### src/rtl/decrypt_pipe_if.sv
// Byte-stream bundle for the receive-side decrypt pipeline.
// The master drives ciphertext and per-byte config; the slave returns plaintext.
interface decrypt_pipe_if;
   logic       en;
   logic [7:0] din;
   logic [7:0] k1;
   logic [7:0] k2;
   logic [7:0] k3;
   logic [2:0] rot_freq;
   logic       shift_en;
   logic [3:0] shift_amt;
   logic       mode;
   logic [7:0] dout;
   logic       en_out;

   modport master (
      output en, din, k1, k2, k3,
      output rot_freq, shift_en, shift_amt, mode,
      input  dout, en_out
   );

   modport slave (
      input  en, din, k1, k2, k3,
      input  rot_freq, shift_en, shift_amt, mode,
      output dout, en_out
   );
endinterface

### src/rtl/decrypt_pipe_unit.sv
// Three-stage decrypt: rotating-key XOR, alpha classify, inverse shift mod 26.
// Config rides with each byte so mid-stream changes only affect later bytes.
module decrypt_pipe_unit (
   input logic          clk,
   input logic          rst,
   decrypt_pipe_if.slave bus
);

   logic [1:0] key_idx;
   logic [2:0] byte_cnt;
   logic [7:0] key;

   // stage 1 registers
   logic       v1;
   logic [7:0] x1;
   logic       mode1;
   logic       shen1;
   logic [3:0] amt1;

   // stage 2 registers
   logic       v2;
   logic [7:0] x2;
   logic       up2;
   logic       lo2;
   logic       mode2;
   logic       shen2;
   logic [3:0] amt2;

   logic             up1;
   logic             lo1;
   logic [7:0]       base;
   logic signed [5:0] d;
   logic [7:0]       res;

   always_comb begin
      key = bus.k1;
      if (bus.rot_freq != 3'd0) begin
         unique case (1'b1)
            (key_idx == 2'd1): key = bus.k2;
            (key_idx == 2'd2): key = bus.k3;
            default:           key = bus.k1;
         endcase
      end
   end

   // Terminal count uses >= so a mid-stream rot_freq decrease cannot strand byte_cnt.
   always_ff @(posedge clk or posedge rst) begin
      if (rst) begin
         key_idx  <= 2'd0;
         byte_cnt <= 3'd0;
      end else if (bus.en && bus.mode) begin
         if (bus.rot_freq == 3'd0) begin
            key_idx  <= 2'd0;
            byte_cnt <= 3'd0;
         end else if (byte_cnt >= bus.rot_freq - 3'd1) begin
            byte_cnt <= 3'd0;
            key_idx  <= (key_idx == 2'd2) ? 2'd0 : key_idx + 2'd1;
         end else begin
            byte_cnt <= byte_cnt + 3'd1;
         end
      end
   end

   always_ff @(posedge clk or posedge rst) begin
      if (rst) begin
         v1    <= 1'b0;
         x1    <= 8'h00;
         mode1 <= 1'b0;
         shen1 <= 1'b0;
         amt1  <= 4'd0;
      end else begin
         v1 <= bus.en;
         if (bus.en) begin
            x1    <= bus.mode ? (bus.din ^ key) : bus.din;
            mode1 <= bus.mode;
            shen1 <= bus.shift_en;
            amt1  <= bus.shift_amt;
         end
      end
   end

   assign up1 = (x1 >= 8'h41) && (x1 <= 8'h5A);
   assign lo1 = (x1 >= 8'h61) && (x1 <= 8'h7A);

   always_ff @(posedge clk or posedge rst) begin
      if (rst) begin
         v2    <= 1'b0;
         x2    <= 8'h00;
         up2   <= 1'b0;
         lo2   <= 1'b0;
         mode2 <= 1'b0;
         shen2 <= 1'b0;
         amt2  <= 4'd0;
      end else begin
         v2 <= v1;
         if (v1) begin
            x2    <= x1;
            up2   <= up1;
            lo2   <= lo1;
            mode2 <= mode1;
            shen2 <= shen1;
            amt2  <= amt1;
         end
      end
   end

   // Offset in 0..25 minus shift in 0..15 fits 6-bit signed; one +26 fixes it.
   always_comb begin
      base = up2 ? 8'h41 : 8'h61;
      d    = $signed(6'(x2 - base)) - $signed({2'b00, amt2});
      if (d < 0) begin
         d = d + 6'sd26;
      end
      res = x2;
      if (mode2 && shen2 && (up2 || lo2)) begin
         res = base + {2'b00, 6'(d)};
      end
   end

   always_ff @(posedge clk or posedge rst) begin
      if (rst) begin
         bus.dout   <= 8'h00;
         bus.en_out <= 1'b0;
      end else begin
         bus.en_out <= v2;
         if (v2) begin
            bus.dout <= res;
         end
      end
   end

endmodule

### src/flat_wrapper.sv
// flat-port wrapper written by rule: the top's interface ports become plain ports
module decrypt_pipe_unit_flat 
  (clk, rst, bus_en, bus_din, bus_k1, bus_k2, bus_k3, bus_rot_freq, bus_shift_en, bus_shift_amt, bus_mode, bus_dout, bus_en_out);
  decrypt_pipe_if bus_i ();
  input logic clk;
  input logic rst;
  input wire logic [$bits(bus_i.en)-1:0] bus_en;
  input wire logic [$bits(bus_i.din)-1:0] bus_din;
  input wire logic [$bits(bus_i.k1)-1:0] bus_k1;
  input wire logic [$bits(bus_i.k2)-1:0] bus_k2;
  input wire logic [$bits(bus_i.k3)-1:0] bus_k3;
  input wire logic [$bits(bus_i.rot_freq)-1:0] bus_rot_freq;
  input wire logic [$bits(bus_i.shift_en)-1:0] bus_shift_en;
  input wire logic [$bits(bus_i.shift_amt)-1:0] bus_shift_amt;
  input wire logic [$bits(bus_i.mode)-1:0] bus_mode;
  output wire logic [$bits(bus_i.dout)-1:0] bus_dout;
  output wire logic [$bits(bus_i.en_out)-1:0] bus_en_out;
  assign bus_i.en = bus_en;
  assign bus_i.din = bus_din;
  assign bus_i.k1 = bus_k1;
  assign bus_i.k2 = bus_k2;
  assign bus_i.k3 = bus_k3;
  assign bus_i.rot_freq = bus_rot_freq;
  assign bus_i.shift_en = bus_shift_en;
  assign bus_i.shift_amt = bus_shift_amt;
  assign bus_i.mode = bus_mode;
  assign bus_dout = bus_i.dout;
  assign bus_en_out = bus_i.en_out;
  decrypt_pipe_unit u_core (.clk(clk), .rst(rst), .bus(bus_i));
endmodule
### config.mk
export PLATFORM = sky130hd
export DESIGN_NAME = decrypt_pipe_unit_flat
export DESIGN_NICKNAME = d
export VERILOG_FILES = /design/src/rtl/decrypt_pipe_if.sv /design/src/rtl/decrypt_pipe_unit.sv /design/src/flat_wrapper.sv
export SDC_FILE = /design/constraint.sdc
export NUM_CORES = 1
export LEC_CHECK = 0
export CORE_UTILIZATION = 50
export DETAILED_ROUTE_END_ITERATION = 7
export PLACE_DENSITY = 0.83
export REMOVE_ABC_BUFFERS = 1
export SLEW_MARGIN = 10
export SYNTH_ARGS = -nofsm -noshare
export SYNTH_HDL_FRONTEND = slang
export SYNTH_SLANG_ARGS = --single-unit
export TNS_END_PERCENT = 5
### constraint.sdc
create_clock -name clk -period 6.61 [get_ports clk]
set_clock_uncertainty 0.1 [all_clocks]
set_input_delay 0.9915 -clock clk [delete_from_list [all_inputs] [get_ports clk]]
set_output_delay 0.9915 -clock clk [all_outputs]
set_load 0.01 [all_outputs]
-- Word-level counts from Yosys, hierarchy flattened
Cells that the tools add are included.
- bitwise gates (word level): 1
- add/subtract/negate cells: 7
- magnitude comparators: 6
- equality and inequality tests: 2
- reduce and logical (&&, ||, !) cells: 10
- mux-type cells: 11
- operators with widths (operator ; count):
    2-to-1 mux 8 bit ; 3
    >= comparator 8 x 7 -> 1 bit (second input constant) ; 2
    less-or-equal comparator 8 x 7 -> 1 bit (second input constant) ; 2
    one-hot mux 8 bit (2 select lines) ; 1
    2-to-1 mux 6 bit ; 2
    adder 8 x 6 -> 8 bit ; 1
    bitwise XOR 8 bit ; 1
    adder 6 bit (second input constant) ; 1
    less-than comparator 6 x 1 -> 1 bit (second input constant) ; 1
    2-to-1 mux 2 bit ; 3
    2-to-1 mux 3 bit ; 2
    subtractor 6 x 5 -> 6 bit ; 1
    subtractor 6 bit ; 1
    logical AND 1 bit ; 5
    adder 3 x 1 -> 3 bit (second input constant) ; 1
    >= comparator 3 bit ; 1
    zero test 3 bit ; 1
    nonzero test 3 bit ; 1
    subtractor 3 x 1 -> 3 bit (second input constant) ; 1
    adder 2 x 1 -> 2 bit (second input constant) ; 1
    == test 2 x 1 -> 1 bit (second input constant) ; 1
    == test 2 bit (second input constant) ; 1
    AND reduction 2 bit ; 1
    nonzero test 2 bit ; 1
    logical OR 1 bit ; 1
- register bits after elaboration: 46
- word-level logic and storage cells: 53
- output and inout bits: 9

-- Logic depth before layout (Yosys ltp)
- word-level depth: 7
- mapped depth: 14
- mapped depth without buffers: 14

-- Worst setup path after synthesis
OpenSTA, ideal clock, no wires.
- path type: reg2reg
- start: reg u_core.x2[0]
- end: reg u_core.bus.dout[5]
- path buffers: 0
- library setup time: 65 ps
- slack: 3706 ps
- data required time: 6445 ps
- cell stages (with the launch flop): 13
- data arrival time: 2739 ps
- clock period less this slack: 2904 ps
- path through: dfrtp_1 ha_1 ha_1 and2_1 o21ai_0 nand3_1 and2_1 a2111oi_0 ha_1 nor2_1 o21ai_0 mux2_2 nand2_1
- cells in the longest elaborated chain, start to end: 6
- elaborated cells between the ends (all ways): 7
- those cells by class: add/sub: 4; order compare: 1; mux: 2
- ends and longest elaborated chain (element ; RTL line ; text):
    from (decl) ; decrypt_pipe_unit.sv:22 ; logic [7:0] x2;
    from (signal assigned) ; decrypt_pipe_unit.sv:88 ; x2 <= 8'h00;
    from (signal assigned) ; decrypt_pipe_unit.sv:97 ; x2 <= x1;
    subtractor 6 bit (*) ; decrypt_pipe_unit.sv:110 ; d = $signed(6'(x2 - base)) - $signed({2'b00, amt2});
    subtractor 6 x 5 -> 6 bit (*) ; decrypt_pipe_unit.sv:110 ;
    adder 6 bit / less-than comparator 6 x 1 -> 1 bit (equally long branches) ; decrypt_pipe_unit.sv:112, decrypt_pipe_unit.sv:111 ;
    2-to-1 mux 6 bit (*) ; decrypt_pipe_unit.sv:111 ; if (d < 0) begin
    adder 8 x 6 -> 8 bit (*) ; decrypt_pipe_unit.sv:116 ; res = base + {2'b00, 6'(d)};
    2-to-1 mux 8 bit (*) ; decrypt_pipe_unit.sv:115 ; if (mode2 && shen2 && (up2 || lo2)) begin
    to (signal assigned) ; decrypt_pipe_unit.sv:127 ; bus.dout <= res;
    to (decl) ; decrypt_pipe_if.sv:25 ; output dout, en_out
Mark *: on every way between the ends. The rest lies on a longest branch, timed or not.
A chain may end at the register's enable or synchronous reset.

-- Worst setup path after layout
Same ends and word-level chain as after synthesis.

==> summary.md <==
| Metric | Value |
|---|---|
| Resize count post-CTS | `0` |
| Pwr dens | `401 nW/um2` |
| Pin count of the biggest net entering global routing | `47` |
| Initial antenna violation count | `0` |
| CTS tree | `built` |
| Distinct cells, synth | `41` |
| Worst path arrival time | `3.36 ns` |
| Antenna diodes | `0` |
| Met3 usage | `3.47%` |
| Fin crit share | `48.7%` |
| Status | `finished, final reports clean` |
| Max-cap viol count | `0` |
| Peak supply drop | `214 uV` |
| Hold_buf cts | `0` |
| First-pass DRT Iterations | `4` |
| Setup tns final | `0 ns` |
| Congestion Overflow GR | `0` |
| Synthesized flop and latch total | `46` |
| Vias in the first global route | `2242` |
| Hold Path Class | `flop to flop` |
| Post-Synthesis Cells | `296` |
| Routed WL | `5660 um` |
| Cts bufs inserted | `5` |
| Pleak | `1.46 nW` |
| Buffers & Inverters on Critical Path | `0` |
| Vias/cell | `5.54` |
| Reg2Reg Setup Slack | `3.39 ns` |
| Ys flop type | `dfrtp_1` |
| DR iter-0 viols | `159` |
| Most Frequent Cell on Critical Path | `ha_1` |
| I/O pin count | `53` |
| DRC | `0` |
| Crit. End Element | `flop` |
| Bufs on Longest Clock Path | `2` |
| Area Overhead vs Synth | `23.5%` |
| FMAX | `311 MHz` |
| Slowest stage cell on the critical path | `dfrtp_1` |
| Syn. warnings | `0` |
| Crit path largest cell delay | `0.40 ns` |
| RSZ-0062 raised after global routing | `false` |
| CP Class | `flop to flop` |
| First-pass GRT wire length | `9930 um` |
| Utilization after layout | `65.6%` |
| Ys async rst share | `100%` |
| Die width | `76.6 um` |
| Sink Count | `46` |
| Initial Util | `53.1%` |
| Avg Cell Area, Syn | `9.40 um2` |
| Critical Path Fanout Max | `4` |
| Sequential share of the synthesized area | `41.4%` |
| Crit-path cells | `ha_1, ha_1, and2_1, o21ai_0, nand3_1, and2_1, a2111oi_0, ha_1, nor2_1, o21ai_0, mux2_2, nand2_1` |
| Later-pin clock latency in the skew report | `0.30 ns` |
| Grt peak-use layer | `met2` |
| Clock transition at the registers of the reported paths | `0.09 ns` |
| Slew headroom | `38.5%` |
| Minimum clock period | `3.22 ns` |
| Die span in y | `76.6 um` |
| GR met1 Demand/Resource | `26.0%` |
| Mapped cell area | `2780 um2` |
| Layout net count | `408` |
| GP Congestion | `0.900` |
| Slew @ Worst Pin | `0.919 ns` |
| Total core area | `5240 um2` |
| Die ar. | `5870 um2` |
| PortBufs | `52` |
| Cell family contributing the most delay on the critical path | `adder cells` |
| Hpwl dp | `4370 um` |
| Rows | `26` |
| Wire per inst | `13.7 um` |
| Final setup violation count | `0` |
| Number of enable flip-flop cells after synthesis | `0` |
| Count of pins over their slew limit | `0` |
| Worst EP required | `6.76 ns` |
| Final hold violations | `0` |
| Layout cells sized above 1 | `8.43%` |
| GRT met2 Usage | `38.5%` |
| Startpoint class of the critical path | `flop` |
| Root Buffer | `clkbuf_8` |
| GRT Util Overall | `21.3%` |
| CTS HTree Levels | `2` |
| Postcts setup bufs | `0` |
| Routed via count | `2295` |
| Antenna-violating nets left | `0` |
## placed cells by master (no fill, tap or decap), types with 2 or more instances in the layout
master           count
a21oi_1             15
a22oi_1              8
a31oi_1              3
and2_1               4
and3_1               3
clkbuf_8             5
clkdlybuf4s50_1     52
clkinvlp_4           2
dfrtp_1             46
ha_1                19
inv_1               18
mux2_2              16
mux2i_1              2
nand2_1             31
nand2b_1             3
nand3_1              4
nand3b_1             4
nor2_1              25
nor3_1               3
nor3b_1              3
o211ai_1            10
o21a_1               4
o21ai_0             24
o22ai_1              6
xnor2_1              5
xor2_1              11
## worst paths after layout
path                           startpoint                  to  depth (start not counted)
setup reg to reg             u_core.x2[0]  u_core.bus.dout[5]                         12
hold / removal             u_core.amt1[1]      u_core.amt2[1]                          2
min in group asynchronous             rst      u_core.amt1[0]                          3
setup / recovery             u_core.x2[0]  u_core.bus.dout[5]                         12
max in group asynchronous             rst      u_core.amt1[3]                          3
hold reg to reg            u_core.amt1[1]      u_core.amt2[1]                          2
## worst min-delay path: cells and delay by family (launching register included)
kind | cells | cell delay [ns]
DFF | 1 | 0.35
and+or+nand+nor | 1 | 0.05
AOI/OAI and AO/OA | 1 | 0.07
## stage by stage
step	cells	setup slack, ns	total power (W)	cell area (um2)	hold slack [ns]
final	414	3.39	0.00138	3440	0.402
after global routing	414	3.07	0.00150	3440	0.422
after CTS	414	3.40	0.00138	3440	0.408
after detailed placement	407	3.43	0.00121	3350	0.390
after global placement	407	3.55	0.00118	3350	0.375
after floorplan	284	3.71	0.000996	2740	0.349
## routing by layer
metal	wire length, um	vias to the layer above
li1	-	1135
met1	2470	1092
met2	2880	62
met3	240	6
met4	65	0
met5	0	-
## registers in the layout, indices dropped and copies added, names as in the netlist, 2 cells and up
register / flops
u_core.amt2: 4
u_core.byte_cnt: 3
u_core.amt1: 4
u_core.bus.dout: 8
u_core.x2: 8
u_core.x1: 8
u_core.key_idx: 2
## Yosys cell counts (2+ instances only)
cell type	count	area (um2)
xor2_1	11	96.3
o211ai_1	10	75.1
o21ai_0	24	120
nor2_1	25	93.8
a31oi_1	3	18.8
a22oi_1	8	60.1
nand3_1	4	20.0
nand3b_1	4	30.0
o22ai_1	6	37.5
clkbuf_1	9	33.8
and3_1	3	18.8
and2_1	4	25.0
ha_1	19	238
nand2b_1	3	18.8
inv_1	19	71.3
nor3b_1	3	22.5
a21oi_1	15	75.1
nand2_1	31	116
mux2i_1	2	20.0
mux2_2	16	180
dfrtp_1	46	1150
xnor2_1	5	43.8
buf_1	3	11.3
o21a_1	4	30.0
nor3_1	3	15.0
## area by class of cell
cell class                 count  area (um2)
inverter                      19        71.3
fill                         438        1800
sequential                    46        1150
timing repair buffer          53         528
clock inverter                 2        15.0
clock buffer                   5        68.8
multi-input combinational    219        1510
tap                           70        87.6
## cells by family (layout without fill, tap and decap cells)
kind of cell,after synthesis,count (layout),synth area share [%]
and+or+nand+nor,86,86,14.8
AOI/OAI and AO/OA,78,78,17.5
DFF,46,46,41.4
buffers and inverters,31,79,4.18
adders and majority gates,20,20,9.27
muxes,18,18,7.20
xor gates and xnor gates,17,17,5.62
## where the power goes
group,total [W],leakage [nW],internal (W),switching (W)
clock,0.000168,0.0362,0.0000722,0.0000957
sequential,0.000429,0.539,0.000362,0.0000671
combinational,0.000781,0.885,0.000374,0.000407
No activity file was read; power rests on OpenSTA's default activity.
